File: src/rtl/vga_pkg.sv
// Shared definitions for the VGA test-pattern source: pixel widths,
// pattern and state encodings, and the colour-bar palette.
package vga_pkg;

  localparam int COLOR_W = 10;
  localparam int PIXEL_W = 3 * COLOR_W;

  // Pattern selector encoding, matches the pattern_sel input.
  typedef enum logic [1:0] {
    PAT_BARS  = 2'd0,
    PAT_CHECK = 2'd1,
    PAT_SOLID = 2'd2,
    PAT_RAMP  = 2'd3
  } pat_e;

  // Frame streaming FSM states.
  typedef enum logic {
    IDLE   = 1'b0,
    STREAM = 1'b1
  } state_e;

  localparam logic [PIXEL_W-1:0] PIX_WHITE = 30'h3FFF_FFFF;
  localparam logic [PIXEL_W-1:0] PIX_BLACK = 30'h0000_0000;

  // Colour bars left to right, {R,G,B}.
  localparam logic [PIXEL_W-1:0] BAR_TABLE [8] = '{
    30'h3FFF_FFFF,  // white
    30'h3FFF_FC00,  // yellow
    30'h000F_FFFF,  // cyan
    30'h000F_FC00,  // green
    30'h3FF0_03FF,  // magenta
    30'h3FF0_0000,  // red
    30'h0000_03FF,  // blue
    30'h0000_0000   // black
  };

endpackage

File: src/rtl/vga_pattern_rom.sv
// Combinational pixel generator: maps the current raster position and
// latched pattern settings to one 30-bit {R,G,B} pixel.
module vga_pattern_rom
  import vga_pkg::*;
#(
  parameter int XW         = 10,
  parameter int YW         = 9,
  parameter int CHECK_LOG2 = 5
) (
  input  pat_e               pat_i,
  input  logic [XW-1:0]      x_i,
  input  logic [YW-1:0]      y_i,
  input  logic [2:0]         bar_idx_i,
  input  logic [PIXEL_W-1:0] rgb_i,
  output logic [PIXEL_W-1:0] pixel_o
);

  logic [COLOR_W-1:0] ramp;
  logic               chk_odd;

  // Ramp is the column index truncated (or zero-extended) to one channel.
  assign ramp = COLOR_W'(x_i);

  // Square parity; widening to 32 bits keeps the bit select legal even
  // when the square size exceeds the raster dimensions.
  assign chk_odd = (((32'(x_i) >> CHECK_LOG2) ^ (32'(y_i) >> CHECK_LOG2)) & 32'd1) != 32'd0;

  // Select the pixel colour for the active pattern.
  always_comb begin
    pixel_o = PIX_BLACK;
    case (pat_i)
      PAT_BARS:  pixel_o = BAR_TABLE[bar_idx_i];
      PAT_CHECK: pixel_o = chk_odd ? PIX_BLACK : PIX_WHITE;
      PAT_SOLID: pixel_o = rgb_i;
      PAT_RAMP:  pixel_o = {ramp, ramp, ramp};
      default:   pixel_o = PIX_BLACK;
    endcase
  end

endmodule

File: src/rtl/vga_pattern_source.sv
// Avalon-ST test-pattern source: emits whole frames in raster order, one
// packet per frame, with ready-latency-0 backpressure.
//
// Handshake: a beat transfers on a clock edge where stream_valid and
// stream_ready are both high. stream_valid never depends on stream_ready,
// and data/SOP/EOP are functions of registered state only, so they hold
// steady through any stall.
module vga_pattern_source
  import vga_pkg::*;
#(
  parameter int H_ACTIVE   = 640,
  parameter int V_ACTIVE   = 480,
  parameter int CHECK_LOG2 = 5
) (
  input  logic        clock_clk,
  input  logic        rest_reset,
  input  logic        enable,
  input  logic [1:0]  pattern_sel,
  input  logic [29:0] solid_rgb,
  output logic [29:0] stream_data,
  output logic        stream_startofpacket,
  output logic        stream_endofpacket,
  output logic        stream_valid,
  input  logic        stream_ready,
  output logic        busy,
  output logic [15:0] frame_count
);

  localparam int XW    = $clog2(H_ACTIVE);
  localparam int YW    = $clog2(V_ACTIVE);
  localparam int BAR_W = H_ACTIVE / 8;
  localparam int BCW   = (BAR_W > 1) ? $clog2(BAR_W) : 1;

  state_e             state_q;
  logic [XW-1:0]      x_q;
  logic [YW-1:0]      y_q;
  logic [BCW-1:0]     bar_cnt_q, bar_cnt_d;
  logic [2:0]         bar_idx_q, bar_idx_d;
  pat_e               pat_q;
  logic [PIXEL_W-1:0] rgb_q;
  logic [15:0]        frame_count_q;

  logic               at_eol;
  logic               at_eof;
  logic [PIXEL_W-1:0] pixel;

  assign at_eol = (x_q == XW'(H_ACTIVE - 1));
  assign at_eof = at_eol && (y_q == YW'(V_ACTIVE - 1));

  // Bar position one pixel to the right; a bar boundary rolls the counter
  // into the next palette entry, so no divider is needed.
  always_comb begin
    bar_cnt_d = bar_cnt_q + BCW'(1);
    bar_idx_d = bar_idx_q;
    if (bar_cnt_q == BCW'(BAR_W - 1)) begin
      bar_cnt_d = '0;
      bar_idx_d = bar_idx_q + 3'd1;
    end
  end

  // Frame FSM with raster counters; everything moves only on a transfer.
  always_ff @(posedge clock_clk or posedge rest_reset) begin
    if (rest_reset) begin
      state_q       <= IDLE;
      x_q           <= '0;
      y_q           <= '0;
      bar_cnt_q     <= '0;
      bar_idx_q     <= '0;
      pat_q         <= PAT_BARS;
      rgb_q         <= '0;
      frame_count_q <= '0;
    end else begin
      case (state_q)
        IDLE: begin
          if (enable) begin
            state_q   <= STREAM;
            pat_q     <= pat_e'(pattern_sel);
            rgb_q     <= solid_rgb;
            x_q       <= '0;
            y_q       <= '0;
            bar_cnt_q <= '0;
            bar_idx_q <= '0;
          end
        end
        STREAM: begin
          if (stream_ready) begin
            if (at_eof) begin
              frame_count_q <= frame_count_q + 16'd1;
              x_q           <= '0;
              y_q           <= '0;
              bar_cnt_q     <= '0;
              bar_idx_q     <= '0;
              // Settings only change here, so a frame is never mixed.
              if (enable) begin
                pat_q <= pat_e'(pattern_sel);
                rgb_q <= solid_rgb;
              end else begin
                state_q <= IDLE;
              end
            end else if (at_eol) begin
              x_q       <= '0;
              y_q       <= y_q + YW'(1);
              bar_cnt_q <= '0;
              bar_idx_q <= '0;
            end else begin
              x_q       <= x_q + XW'(1);
              bar_cnt_q <= bar_cnt_d;
              bar_idx_q <= bar_idx_d;
            end
          end
        end
        default: state_q <= IDLE;
      endcase
    end
  end

  vga_pattern_rom #(
    .XW        (XW),
    .YW        (YW),
    .CHECK_LOG2(CHECK_LOG2)
  ) u_rom (
    .pat_i    (pat_q),
    .x_i      (x_q),
    .y_i      (y_q),
    .bar_idx_i(bar_idx_q),
    .rgb_i    (rgb_q),
    .pixel_o  (pixel)
  );

  // Outputs are qualified by the state so an idle source shows all zeros.
  assign stream_valid         = (state_q == STREAM);
  assign busy                 = (state_q == STREAM);
  assign stream_startofpacket = stream_valid && (x_q == '0) && (y_q == '0);
  assign stream_endofpacket   = stream_valid && at_eof;
  assign stream_data          = stream_valid ? pixel : '0;
  assign frame_count          = frame_count_q;

endmodule

File: config.mk
export PLATFORM = sky130hd
export DESIGN_NAME = vga_pattern_source
export DESIGN_NICKNAME = d
export VERILOG_FILES = /design/src/rtl/vga_pkg.sv /design/src/rtl/vga_pattern_rom.sv /design/src/rtl/vga_pattern_source.sv
export SDC_FILE = /design/constraint.sdc
export NUM_CORES = 1
export LEC_CHECK = 0
export ABC_AREA = 1
export BUFFER_PORTS_ARGS = -buffer_cell sky130_fd_sc_hd__buf_2
export CAP_MARGIN = 20
export CORE_UTILIZATION = 49
export CTS_BUF_LIST = sky130_fd_sc_hd__clkbuf_8
export CTS_CLUSTER_SIZE = 40
export DETAILED_ROUTE_END_ITERATION = 10
export PLACE_DENSITY = 0.71
export SLEW_MARGIN = 40
export SYNTH_ARGS = -nofsm -noshare
export SYNTH_HDL_FRONTEND = slang
export SYNTH_HIERARCHICAL = 1
export SYNTH_SLANG_ARGS = --single-unit
File: constraint.sdc
create_clock -name clock_clk -period 6 [get_ports clock_clk]
set_input_delay 0 -clock clock_clk [delete_from_list [all_inputs] [get_ports clock_clk]]
set_output_delay 0 -clock clock_clk [all_outputs]
set_load 0.01 [all_outputs]
==> reports/results.tsv <==
metric	value	unit
antenna_found_initial	0	
clock-root-buffer	clkbuf_8	
critical-path-max-stage-delay	670	ps
syn_area	5040	µm²
grt_start_max_net_pins	79	
finalSetupViolations	0	
hold-path-cell-count	3	
ff2ff_setup_slack	3270	ps
synth_seq_cells	78	
yosys.area.top_type	dfrtp_1	
async_reset_ff_frac	1.00	
ios	86	
clk_latency	370	ps
cts_tree	yes	
via_per_inst	5.16	
synthTopCellsByArea	dfrtp_1 (39%), nand2_1 (18%), nand3_1 (10%)	
area_delta_synth_final	18.8	%
status	complete, no violations	
crit_chain	ha_1 -> nand3_1 -> nor2_1 -> nand4_1 -> nand2_2 -> nand3_2 -> nand2_1 -> nand2_1	
grt_pass1_vias	4431	
min_from	enable	
die_x	103	µm
post_synth_and_or_nand_nor_area_fraction	0.410	
crit_slowest_cell	nand3_2	
post_drt_wl_per_cell	13.8	µm
required	6250	ps
clock_sinks	78	
hold_viol_final	0	
syn_inst	736	
path_class	register to register	
place_hpwl	9040	µm
final_util	0.607	
synth_warnings	6	
synth-edff-count	0	
synth_compound_area_frac	0.0231	
synth.area.mux_share	0	
grt.met1_usage	0.376	
path_clk_slew	90	ps
cpMostUsedCell	nand2_1	
synth-xor-area-share	0.0365	
p_leak	0.00316	µW
met2_usage	0.404	
end_kind	register	
r2r_end	rgb_q[19]	
cts-buffers-inserted	9	
initial_utilization	0.511	
slew_headroom	0.522	
fin_crit	2730	ps
report.final.slew_viol_count	0	
gp_congestion	0.909	
post-synth-top-count-cell	nand2_1	
fmax	366	MHz
drc	0	
synth_fa_ha_area_frac	0.0174	
irDropWorstVdd	0.125	mV
wl	13400	µm
antenna_cells	0	
drt-initial-drc-count	406	
cp-start-kind	register	
hold_class	input pin to register	
netlist.area_leader.share	0.387	
fp.coreArea	9860	µm²
synth_top_family_by_area	simple AND/OR/NAND/NOR gates	
crit_fanout	35	
nets	872	
grt_pass1_wl	21700	µm
rsz0062_at_grt	false	
worstHoldEndpoint	rgb_q[20]	
yosysSeqAreaShare	0.387	
die_h	103	µm
top_usage_layer	met2	
power_density	209	nW/µm²
synth_flop_cell	dfrtp_1	
rows	36	
reg2reg_depth	8	
firstDrtPassIters	5	
fin_crit_sh	0.455	
tns	0	ps
synth_commonest_cells	nand2_1 (237), nand3_1 (105), inv_1 (102)	
grt_overflow	0	
die_area	10700	µm²
layout-drive-gt1-share	0.153	
cts_buffer_depth	2	
dr_total_vias	4987	
use_met3	0.0484	
worstMarginPinSlew	717	ps
portBuffers	85	
track_usage	0.265	
drv_cap	0	
cts-htree-levels	3	
synth.avg_cell_area	6.85	µm²
syn-num-nets	779	
r2r_start	x_q[0]	
arrival	2980	ps
synth_cell_type_count	29	
fin_skew	11.7	ps
ant_nets	0	
==> state kept, by name (all words and copies together), names as in the netlist <==
name,count
pat_q,2
rgb_q,30
frame_count,16
y_q,9
bar_cnt_q,7
bar_idx_q,3
x_q,10
busy,1
==> through the flow <==
| stage | setup slack, ps | area [µm²] | hold slack, ps | instances | total power (µW) |
|---|---|---|---|---|---|
| after global routing | 3000 | 5990 | 237 | 967 | 1320 |
| after CTS | 3330 | 5990 | 194 | 967 | 1260 |
| after floorplan | 4000 | 5040 | 149 | 736 | 742 |
| after global placement | 3440 | 5420 | 250 | 917 | 784 |
| after detailed placement | 3340 | 5420 | 248 | 917 | 792 |
| final | 3270 | 5990 | 223 | 967 | 1250 |
==> logic make-up after synthesis <==
logic type / Yosys count
adders and majority gates: 7
and+or+nand+nor: 461
xor gates and xnor gates: 21
buffers and inverters: 147
AOI/OAI and AO/OA: 22
DFF: 78
==> critical path, delay by kind of cell (launching register included) <==
kind	cells	cell delay (ps)
and+or+nand+nor	7	2000
DFF	1	390
adders and majority gates	1	220
==> placed cells by master, fill, tap and decap left out, types with 2 or more instances in the layout <==
| master | n |
|---|---|
| a21oi_1 | 4 |
| buf_2 | 85 |
| buf_4 | 2 |
| bufinv_16 | 2 |
| clkbuf_8 | 10 |
| clkinv_2 | 2 |
| clkinvlp_4 | 2 |
| dfrtp_1 | 78 |
| dlygate4sd3_1 | 34 |
| ha_1 | 7 |
| inv_1 | 101 |
| inv_2 | 6 |
| nand2_1 | 237 |
| nand2_2 | 9 |
| nand3_1 | 105 |
| nand3_2 | 3 |
| nand3b_1 | 3 |
| nand4_1 | 40 |
| nor2_1 | 41 |
| nor2_2 | 2 |
| nor3_1 | 15 |
| nor3b_1 | 2 |
| o21ai_0 | 16 |
| xnor2_1 | 9 |
| xor2_1 | 12 |
==> repair_timing <==
action                     4_1_cts  5_1_grt
hold endpoints to repair       111        0
setup endpoints to repair        0        0
buffers inserted                 0        0
gates resized for setup          0        0
hold buffers                    34        0
==> worst max path at each step <==
stage,cells past startpoint,to,slack (ps),startpoint
final,8,rgb_q[19],3270,x_q[0]
after global routing,8,rgb_q[22],3000,x_q[0]
after CTS,8,rgb_q[7],3330,x_q[0]
after detailed placement,8,rgb_q[7],3340,x_q[0]
after global placement,8,rgb_q[0],3440,x_q[0]
after floorplan,1,bar_cnt_q[0],4000,rest_reset
==> final cells by class <==
cell class	instances	area, µm²
Tap cell	133	166
Fill cell	925	3880
Timing Repair Buffer	122	792
Multi-Input combinational cell	511	2450
Inverter	107	402
Clock buffer	10	138
Sequential cell	78	1950
Clock inverter	6	85.1
==> layer usage <==
layer  share of wire  wire length, µm
met1            0.47             6250
met2            0.45             6020
met3           0.050              664
met4           0.032              425
met5               0                0
==> where the power goes <==
| group | total, µW | internal [µW] | switching [µW] | leakage [µW] |
|---|---|---|---|---|
| sequential | 626 | 568 | 58.4 | 0.00105 |
| combinational | 175 | 77.0 | 97.8 | 0.00201 |
| clock | 452 | 244 | 208 | 0.000108 |
Power figures use the tool's default switching activity.
